File: config.mk
export PLATFORM = sky130hd
export DESIGN_NAME = load_store_unit
export DESIGN_NICKNAME = d
export VERILOG_FILES = /design/src/rtl/load_store_unit.sv
export SDC_FILE = /design/constraint.sdc
export NUM_CORES = 1
export LEC_CHECK = 0
export CAP_MARGIN = 10
export CORE_MARGIN = 2
export CORE_UTILIZATION = 47
export DETAILED_ROUTE_END_ITERATION = 6
export PLACE_DENSITY = 0.89
export SLEW_MARGIN = 30
export SYNTH_ARGS = -nofsm -noshare
export SYNTH_HDL_FRONTEND = slang
export SYNTH_SLANG_ARGS = --single-unit
export TNS_END_PERCENT = 20
File: constraint.sdc
create_clock -name clk -period 2.1 [get_ports clk]
set_input_delay 0.21 -clock clk [delete_from_list [all_inputs] [get_ports clk]]
set_output_delay 0.21 -clock clk [all_outputs]
set_load 0.005 [all_outputs]
File: src/rtl/load_store_unit.sv
// load_store_unit
// Byte/halfword/word load-store front end for a word-wide data memory that has
// no byte enables. Loads extract and sign/zero-extend one lane of the word.
// Word stores write straight through. Sub-word stores read the word, replace
// one lane and write the merged word back.
// Optional feature macro: LSU_ALIGN_CHECK_EN. When it is defined, misaligned
// halfword/word requests are rejected with err. When it is undefined, the
// sub-size address bits are dropped and err stays 0.
module load_store_unit #(
    parameter int ADDR_W     = 18,
    parameter bit BIG_ENDIAN = 1'b1
) (
    input  logic              clk,
    input  logic              rst,
    input  logic              req,
    input  logic              we,
    input  logic [1:0]        size,
    input  logic              uns,
    input  logic [31:0]       addr,
    input  logic [31:0]       wdata,
    output logic              ready,
    output logic              done,
    output logic              err,
    output logic [31:0]       rdata,
    output logic [ADDR_W-1:0] mem_address,
    output logic [31:0]       mem_WriteData,
    output logic              mem_MemWrite,
    output logic              mem_MemRead,
    input  logic [31:0]       mem_ReadData
);

    typedef enum logic [2:0] {
        S_IDLE   = 3'd0,
        S_ACCESS = 3'd1,
        S_RMW_RD = 3'd2,
        S_RMW_WR = 3'd3,
        S_RESP   = 3'd4
    } state_t;

    // Bit position of the addressed lane inside the memory word.
    function automatic logic [4:0] lane_shift(input logic [1:0] sz, input logic [1:0] boff);
        logic [4:0] sh;
        case (sz)
            2'b00:   sh = BIG_ENDIAN ? {~boff, 3'b000} : {boff, 3'b000};
            2'b01:   sh = BIG_ENDIAN ? {~boff[1], 4'b0000} : {boff[1], 4'b0000};
            default: sh = 5'd0;
        endcase
        return sh;
    endfunction

    // Extract the addressed lane and extend it to 32 bits.
    function automatic logic [31:0] load_extend(input logic [31:0] word, input logic [1:0] sz,
                                                input logic [1:0] boff, input logic u);
        logic [31:0] lane;
        logic [31:0] res;
        lane = word >> lane_shift(sz, boff);
        case (sz)
            2'b00:   res = {{24{~u & lane[7]}}, lane[7:0]};
            2'b01:   res = {{16{~u & lane[15]}}, lane[15:0]};
            default: res = word;
        endcase
        return res;
    endfunction

    // Replace the addressed lane of a word with the low bits of the store data.
    function automatic logic [31:0] store_merge(input logic [31:0] word, input logic [31:0] wd,
                                                input logic [1:0] sz, input logic [1:0] boff);
        logic [31:0] lane_mask;
        logic [4:0]  sh;
        case (sz)
            2'b00:   lane_mask = 32'h0000_00FF;
            2'b01:   lane_mask = 32'h0000_FFFF;
            default: lane_mask = 32'hFFFF_FFFF;
        endcase
        sh = lane_shift(sz, boff);
        return (word & ~(lane_mask << sh)) | ((wd & lane_mask) << sh);
    endfunction

    state_t              state_r;
    logic                we_r;
    logic [1:0]          size_r;
    logic                uns_r;
    logic [1:0]          boff_r;
    logic [31:0]         wdata_r;
    logic                ready_r;
    logic                done_r;
    logic                err_r;
    logic [31:0]         rdata_r;
    logic [ADDR_W-1:0]   mem_address_r;
    logic [31:0]         mem_wdata_r;
    logic                mem_write_r;
    logic                mem_read_r;

    logic [1:0]          boff_s;
    logic                misaligned_s;
    logic                subword_s;

    // Byte offset used for lane selection; address bits below the access size are dropped.
    always_comb begin
        case (size)
            2'b00:   boff_s = addr[1:0];
            2'b01:   boff_s = {addr[1], 1'b0};
            default: boff_s = 2'b00;
        endcase
    end

`ifdef LSU_ALIGN_CHECK_EN
    // A halfword must sit on an even address and a word on a multiple of four.
    always_comb begin
        case (size)
            2'b00:   misaligned_s = 1'b0;
            2'b01:   misaligned_s = addr[0];
            default: misaligned_s = (addr[1:0] != 2'b00);
        endcase
    end
`else
    assign misaligned_s = 1'b0;
`endif

    assign subword_s = ~size[1];

    // Address bits above the memory word address are deliberately ignored.
    generate
        if (ADDR_W < 30) begin : g_high_addr
            logic unused_s;
            assign unused_s = ^addr[31:ADDR_W+2];
        end
    endgenerate

    // Request sequencer: captures a request in IDLE and walks the access states.
    always_ff @(posedge clk) begin
        if (rst) begin
            state_r       <= S_IDLE;
            we_r          <= 1'b0;
            size_r        <= 2'b00;
            uns_r         <= 1'b0;
            boff_r        <= 2'b00;
            wdata_r       <= 32'h0000_0000;
            ready_r       <= 1'b1;
            done_r        <= 1'b0;
            err_r         <= 1'b0;
            rdata_r       <= 32'h0000_0000;
            mem_address_r <= '0;
            mem_wdata_r   <= 32'h0000_0000;
            mem_write_r   <= 1'b0;
            mem_read_r    <= 1'b0;
        end else begin
            case (state_r)
                S_IDLE: begin
                    done_r <= 1'b0;
                    err_r  <= 1'b0;
                    if (req) begin
                        we_r          <= we;
                        size_r        <= size;
                        uns_r         <= uns;
                        boff_r        <= boff_s;
                        wdata_r       <= wdata;
                        mem_address_r <= addr[ADDR_W+1:2];
                        ready_r       <= 1'b0;
                        if (misaligned_s) begin
                            // Rejected without touching memory.
                            state_r <= S_RESP;
                            done_r  <= 1'b1;
                            err_r   <= 1'b1;
                        end else if (we && subword_s) begin
                            state_r    <= S_RMW_RD;
                            mem_read_r <= 1'b1;
                        end else if (we) begin
                            state_r     <= S_ACCESS;
                            mem_write_r <= 1'b1;
                            mem_wdata_r <= wdata;
                        end else begin
                            state_r    <= S_ACCESS;
                            mem_read_r <= 1'b1;
                        end
                    end else begin
                        ready_r <= 1'b1;
                    end
                end
                S_ACCESS: begin
                    if (!we_r) begin
                        rdata_r <= load_extend(mem_ReadData, size_r, boff_r, uns_r);
                    end
                    mem_read_r  <= 1'b0;
                    mem_write_r <= 1'b0;
                    done_r      <= 1'b1;
                    err_r       <= 1'b0;
                    state_r     <= S_RESP;
                end
                S_RMW_RD: begin
                    // The read word is captured already merged; it is the write data next cycle.
                    mem_wdata_r <= store_merge(mem_ReadData, wdata_r, size_r, boff_r);
                    mem_read_r  <= 1'b0;
                    mem_write_r <= 1'b1;
                    state_r     <= S_RMW_WR;
                end
                S_RMW_WR: begin
                    mem_write_r <= 1'b0;
                    done_r      <= 1'b1;
                    err_r       <= 1'b0;
                    state_r     <= S_RESP;
                end
                S_RESP: begin
                    done_r  <= 1'b0;
                    err_r   <= 1'b0;
                    ready_r <= 1'b1;
                    state_r <= S_IDLE;
                end
                default: begin
                    mem_read_r  <= 1'b0;
                    mem_write_r <= 1'b0;
                    done_r      <= 1'b0;
                    err_r       <= 1'b0;
                    ready_r     <= 1'b1;
                    state_r     <= S_IDLE;
                end
            endcase
        end
    end

    assign ready         = ready_r;
    assign done          = done_r;
    assign err           = err_r;
    assign rdata         = rdata_r;
    assign mem_address   = mem_address_r;
    assign mem_WriteData = mem_wdata_r;
    // Gated by rst so that an access aborted by reset never commits.
    assign mem_MemWrite  = mem_write_r & ~rst;
    assign mem_MemRead   = mem_read_r & ~rst;

endmodule

After elaboration in Yosys (flattened, before gate mapping)
Index checks and enable logic that the tools add are counted.

Reduce and logical (&&, ||, !) cells: 13. Bitwise operators: 16. Shift-type cells: 3. Multiplexer cells: 29. Equal/unequal tests: 10.

Operators by type and width (count): 32-bit one-hot mux with 2 select lines (3); 32-bit 2-to-1 mux (5); 32-bit bitwise AND (2); 32-bit by 5-bit left shift with 32-bit output (2); 32-bit inverter (1); 32-bit bitwise OR (1); 32-bit by 5-bit right shift with 16-bit output (1); 5-bit 2-to-1 mux (5); 5-bit one-hot mux with 2 select lines (1); 3-bit one-hot mux with 3 select lines (1); 4-bit AND reduction (2); 1-bit 2-to-1 mux (7); 1-bit inverter (7); 3-bit by 2-bit == test with 1-bit output (second input constant) (2); 2-bit != test (second input constant) (3); 1-bit one-hot mux with 2 select lines (3); 1-bit bitwise AND (4); 2-bit by 1-bit == test with 1-bit output (second input constant) (2); 2-bit logical NOT (2); 2-bit one-hot mux with 2 select lines (1); 2-bit AND reduction (2); 2-bit OR reduction (2); 3-bit by 1-bit == test with 1-bit output (second input constant) (1); 3-bit == test (second input constant) (1); 10 further kinds (10).

Input port bits: 103. Register bits after elaboration: 127.

Logic depth before layout (Yosys ltp)
Depth after elaboration: 9. Gate-level depth with buffers: 7. Mapped depth without buffers: 4.

Worst setup path before layout
No wires, ideal clock.

Path kind: reg2reg. From: reg boff_r[1]. To: reg rdata_r[21], in the netlist rdata[21]. Setup time: 0.142 ns. Cell stages (with the launch flop): 7. Clock period less this slack: 1.724 ns. Data required time: 1.958 ns. Arrival: 1.582 ns. Path slack: 0.376 ns. Cells stage by stage: dfxtp_1 or2_1 buf_6 a211o_4 a211oi_4 buf_6 a211oi_1.

Word-level cells in the longest chain between the ends: 8. Elaborated cells between the ends (all ways): 10. Those cells by class: shift: 1; mux: 5; bitwise: 4.

Ends and longest elaborated chain: from (decl) (RTL line 83) `logic [1:0] boff_r;`; from (signal assigned) (RTL line 156) `boff_r <= boff_s;`; 1-bit inverter / 2-bit inverter (equally long branches) (RTL line 45, 44); 5-bit one-hot mux with 2 select lines (*) (RTL line 43) `case (sz)`; 5-bit 2-to-1 mux (*) (RTL line 181) `if (!we_r) begin`; 5-bit 2-to-1 mux (*) (RTL line 148) `case (state_r)`; 5-bit 2-to-1 mux (*) (RTL line 132) `if (rst) begin`; 32-bit by 5-bit right shift with 16-bit output (*) (RTL line 56) `lane = word >> lane_shift(sz, boff);`; 1-bit bitwise AND (on tied branches) (RTL line 59, 58); 32-bit one-hot mux with 2 select lines (*) (RTL line 57) `case (sz)`; to (signal assigned) (RTL line 182) `rdata_r <= load_extend(mem_ReadData, size_r, boff_r, uns_r);`; to (decl) (RTL line 88) `logic [31:0] rdata_r;`.

Mark *: on every way between the ends. The rest lies on a longest branch, timed or not. The select of a mux whose other input is x is not followed. A chain may end at the register's enable or synchronous reset.

Worst setup path in the final report
From: reg boff_r[0]. To: reg mem_wdata_r[8], in the netlist mem_WriteData[8].

Word-level cells in the longest chain between the ends: 9. Elaborated cells between the ends (all ways): 10. Those cells by class: shift: 2; mux: 4; bitwise: 4.

Ends and longest elaborated chain: 2-bit inverter (*) (RTL line 44) `2'b00: sh = BIG_ENDIAN ? {~boff, 3'b000} : {boff, 3'b000};`; 5-bit one-hot mux with 2 select lines (*) (RTL line 43); 5-bit 2-to-1 mux (*) (RTL line 148); 5-bit 2-to-1 mux (*) (RTL line 132); 32-bit by 5-bit left shift with 32-bit output (RTL line 76) `return (word & ~(lane_mask << sh)) | ((wd & lane_mask) << sh);`; 32-bit inverter (RTL line 76); 32-bit bitwise AND (RTL line 76); 32-bit bitwise OR (*) (RTL line 76); 32-bit one-hot mux with 2 select lines (*) (RTL line 148); to (signal assigned) (RTL line 171) `mem_wdata_r <= wdata;`; to (signal assigned) (RTL line 192) `mem_wdata_r <= store_merge(mem_ReadData, wdata_r, size_r, boff_r);`; to (decl) (RTL line 90) `logic [31:0] mem_wdata_r;`.

Marked as above.

==> impl_summary.log <==
[metrics] aggregate global-route resource usage: 28.0%
[metrics] Worst Hold Depth: 2
[metrics] static power due to leakage: 3.19 nW
[metrics] cell count after synthesis: 790
[metrics] clk_lat worst skew: 0.42 ns
[metrics] count of hold-fix buffers inserted at cts: 0
[metrics] standard cell area after detailed placement: 8280 sq um
[metrics] Worst slew margin: 55.3%
[metrics] synthesis warning total: 0
[metrics] cts repair resizes: 0
[metrics] Max IR drop VDD: 0.000477 V
[metrics] kind of cell adding the most delay to the critical path: compound AO/OA/AOI/OAI gates
[metrics] Ports: 190
[metrics] grt ovf: 0
[metrics] worst hold-check path type: in -> reg
[metrics] Critical Path Fanout Max: 9
[metrics] Die Ht: 119 microns
[metrics] pre-CTS setup slack: 0.0745 ns
[metrics] number of DRC markers after the initial detailed-route iteration: 648
[metrics] required time at the worst-slack endpoint: 2.42 ns
[metrics] Max Cap Violations: 0
[metrics] buffer depth of the longest clock path: 2
[metrics] H-tree levels: 4
[metrics] clock network fraction of total power: 44.9%
[metrics] period utilisation layout: 93.9%
[metrics] Placeable Area: 13100 sq um
[metrics] async set-or-reset flop fraction in the synthesized netlist: 0%
[metrics] sequential share of the synthesized area: 40.6%
[metrics] final setup violation count: 0
[metrics] DRC violations left: 0
[metrics] fraction of final layout cells with drive strength greater than 1: 10.8%
[metrics] vias in the first global route: 6203
[metrics] worst-path cell chain: buf_4, nand2b_1, a21oi_1, a211oi_1, o41ai_1
[metrics] synth unique cells: 54
[metrics] largest net degree at the start of global routing: 75
[metrics] synthesized flop and latch total: 127
[metrics] status: finished clean
[metrics] critical path's largest stage delay: 0.56 ns
[metrics] signal arrival time at the worst endpoint: 2.29 ns
[metrics] unrepaired setup endpoints after global routing: false
[metrics] fillcell total: 1047
[metrics] Final Skew: 0.00776 ns
[metrics] Initial Utilization: 47.6%
[metrics] first-pass GRT wire length: 31.8 mm
[metrics] setup slack, reg-to-reg: 0.13 ns
[metrics] most common flop cell mapped by yosys: sky130_fd_sc_hd__dfxtp_1
[metrics] sequential fraction of design power: 36.7%
[metrics] Critical Path Slowest Stage Cell: sky130_fd_sc_hd__a21oi_1
[metrics] placed wire-length estimate: 13.8 mm
[metrics] crit end category: flip-flop
[metrics] Multi-input gate area: 3310 sq um
[metrics] count of buffering cells on the critical path with inverters included: 1
[metrics] transition time at the pin with the least slew margin: 0.671 ns
[metrics] startpoint of the most critical register-to-register path: boff_r[0]$_SDFFE_PP0P_
[metrics] sw power: 1.87 mW
[metrics] CTS tree: built
[metrics] detailed-router iteration count before antenna repair: 5
[metrics] Crit Path Class: reg -> reg
[metrics] number of synthesized flops with an enable pin: 0
[metrics] capturing point of the worst reg2reg path: mem_WriteData[8]$_SDFFE_PP0P_
[metrics] internal power: 5.51 mW
[metrics] Final Max Slew Viols: 0
[metrics] worst hold slack: 0.174 ns
[metrics] total routed wirelength: 19.7 mm
[metrics] number of clock sinks: 127
[metrics] Syn Std Cell Area: 6260 sq um
[metrics] final setup slack of the worst path: 0.128 ns
[metrics] post-CTS setup-driven buffer insertion count: 0
[metrics] I/O Buffers: 176
[metrics] TNS Setup: 0 ns
[metrics] number of cells on the worst reg-to-reg path: 5
[metrics] Fmax: 507 MHz
[metrics] die boundary width: 119 microns
[metrics] area of the die: 14300 sq um
[metrics] Seq. cell area: 2540 sq um
[metrics] clock-pin transition on the worst setup and hold timing paths: 0.06 ns
[metrics] Area Overhead vs Synth: 42.9%
[metrics] clock period minus final worst setup slack: 1.97 ns
[metrics] number of clock buffers inserted by TritonCTS: 17
[metrics] Avg WL per Cell: 17.2 microns
[metrics] sink of the worst hold path: mem_read_r$_SDFFE_PP0P_
[metrics] hold path startpoint: rst
[metrics] number of inserted diodes: 0
[metrics] initial antenna violation count: 0
[metrics] category of the worst setup path launch point: flip-flop
[metrics] number of core rows: 42
[metrics] final net count: 1054
[metrics] syn nets: 893
[metrics] power density relative to cell area: 824 nW/um^2
[metrics] routability cong.: 0.961
[metrics] number of vias after detailed routing: 6548
[metrics] mean area per synthesized cell: 7.92 sq um
[metrics] portion of total power attributed to combinational logic: 18.4%
[metrics] root buffer cell: sky130_fd_sc_hd__clkbuf_16
[metrics] detailed-route vias per instance: 5.74
[metrics] post-layout instance area: 8950 sq um
[metrics] final hold viol count: 0
[metrics] DRT antenna net count: 0
[metrics] switching share of total power: 25.3%
Yosys cell counts, types with 3 or more instances:
master	n	area (sq um)
sky130_fd_sc_hd__o221ai_1	4	35.0
sky130_fd_sc_hd__mux2_2	13	146
sky130_fd_sc_hd__buf_1	3	11.3
sky130_fd_sc_hd__a311oi_1	3	26.3
sky130_fd_sc_hd__dfxtp_1	127	2540
sky130_fd_sc_hd__a211oi_1	31	233
sky130_fd_sc_hd__buf_4	7	52.6
sky130_fd_sc_hd__nand2_1	164	616
sky130_fd_sc_hd__a21oi_1	88	440
sky130_fd_sc_hd__a311o_1	4	40.0
sky130_fd_sc_hd__inv_1	16	60.1
sky130_fd_sc_hd__o41ai_1	27	236
sky130_fd_sc_hd__nor2_1	64	240
sky130_fd_sc_hd__a211oi_2	6	75.1
sky130_fd_sc_hd__o21ai_0	37	185
sky130_fd_sc_hd__nor2b_1	10	62.6
sky130_fd_sc_hd__nand2b_1	24	150
sky130_fd_sc_hd__nor3_1	3	15.0
sky130_fd_sc_hd__buf_6	4	45.0
sky130_fd_sc_hd__clkbuf_1	34	128
sky130_fd_sc_hd__a32o_1	6	60.1
sky130_fd_sc_hd__nand3b_1	30	225
sky130_fd_sc_hd__o211ai_1	8	60.1
sky130_fd_sc_hd__and3_1	8	50.1
sky130_fd_sc_hd__a221oi_1	8	70.1
sky130_fd_sc_hd__buf_2	24	120
sky130_fd_sc_hd__or4_1	3	22.5
through the flow:
step | instances | utilization, % | power (mW)
final | 1140 | 68.1 | 7.37
after global routing | 1140 | 68.1 | 7.65
after CTS | 1140 | 68.1 | 7.39
after detailed placement | 1108 | 63.0 | 4.09
after global placement | 1108 | 63.0 | 4.07
after floorplan | 790 | - | 3.40
power groups by stage:
| stage | sequential (mW) | combinational, mW | clock, mW |
|---|---|---|---|
| after global placement | 2.75 | 1.32 | 0 |
| after CTS | 2.70 | 1.35 | 3.34 |
| after global routing | 2.72 | 1.48 | 3.44 |
| after floorplan | 2.74 | 0.667 | 0 |
| after detailed placement | 2.75 | 1.33 | 0 |
| final | 2.71 | 1.36 | 3.31 |
metal layers:
metal,track usage (%),wire (microns),vias up
met2,41.2,8590,341
met5,0,0,-
met3,7.90,1980,62
met4,13.9,751,0
li1,-,-,3115
met1,37.7,8330,3030
sequential cells by signal, summed over array words and instances, names as in the netlist, 2 cells and up:
name and cells:
size_r 2, rdata 32, boff_r 2, state_r 3, wdata_r 32, mem_address 18
mem_WriteData 32
worst reg2reg max path: cells and delay by family (launching register included):
| family | cells | cell delay (ns) |
|---|---|---|
| flops | 1 | 0.47 |
| compound gates | 3 | 1.10 |
| buf+inv | 1 | 0.21 |
| simple gates | 1 | 0.09 |
placed cells by master, fill, tap and decap left out, types with 5 or more instances in the layout:
master | synthesis | final
sky130_fd_sc_hd__dfxtp_1 | 127 | 126
sky130_fd_sc_hd__a21oi_1 | 88 | 88
sky130_fd_sc_hd__buf_4 | 7 | 31
sky130_fd_sc_hd__a211oi_1 | 31 | 31
sky130_fd_sc_hd__a32o_1 | 6 | 6
sky130_fd_sc_hd__a211oi_2 | 6 | 6
sky130_fd_sc_hd__nor2b_1 | 10 | 10
sky130_fd_sc_hd__o41ai_1 | 27 | 27
sky130_fd_sc_hd__o211ai_1 | 8 | 8
sky130_fd_sc_hd__clkdlybuf4s50_1 | 0 | 175
sky130_fd_sc_hd__inv_1 | 16 | 16
sky130_fd_sc_hd__mux2_2 | 13 | 13
sky130_fd_sc_hd__nand2_1 | 164 | 164
sky130_fd_sc_hd__nor2_1 | 64 | 64
sky130_fd_sc_hd__bufinv_16 | 0 | 5
sky130_fd_sc_hd__o21ai_0 | 37 | 37
sky130_fd_sc_hd__nand2b_1 | 24 | 24
sky130_fd_sc_hd__nand3b_1 | 30 | 30
sky130_fd_sc_hd__a221oi_1 | 8 | 8
sky130_fd_sc_hd__and3_1 | 8 | 8
sky130_fd_sc_hd__buf_12 | 0 | 8
sky130_fd_sc_hd__clkbuf_16 | 0 | 17
layout make-up:
class	count	share of cell area, %
repair buffers	214	24.0
clock buffers	22	5.41
well taps	176	2.46
multi-input cells	575	37.0
flip-flops and latches	127	28.4
inverters	16	0.671
clock inverters	10	2.03
worst max path at each step:
stage,startpoint,endpoint,slack [ns],cells past startpoint
6_report,boff_r[0]$_SDFFE_PP0P_,mem_WriteData[8]$_SDFFE_PP0P_,0.13,5
5_1_grt,boff_r[0]$_SDFFE_PP0P_,mem_WriteData[9]$_SDFFE_PP0P_,0.04,5
4_1_cts,boff_r[0]$_SDFFE_PP0P_,mem_WriteData[15]$_SDFFE_PP0P_,0.21,5
3_5_place_dp,mem_ReadData[15],rdata[30]$_SDFFE_PP0P_,0.07,6
3_3_place_gp,mem_ReadData[15],rdata[30]$_SDFFE_PP0P_,0.11,6
2_1_floorplan,boff_r[1]$_SDFFE_PP0P_,rdata[21]$_SDFFE_PP0P_,0.38,6
logic make-up after synthesis:
family          Yosys count  share of synthesized area, %
mux                      13                          2.34
simple gates            326                          24.8
compound gates          235                          25.6
flops                   127                          40.6
other cells               1                        0.0599
buf+inv                  88                          6.66
Power figures use the tool's default switching activity.
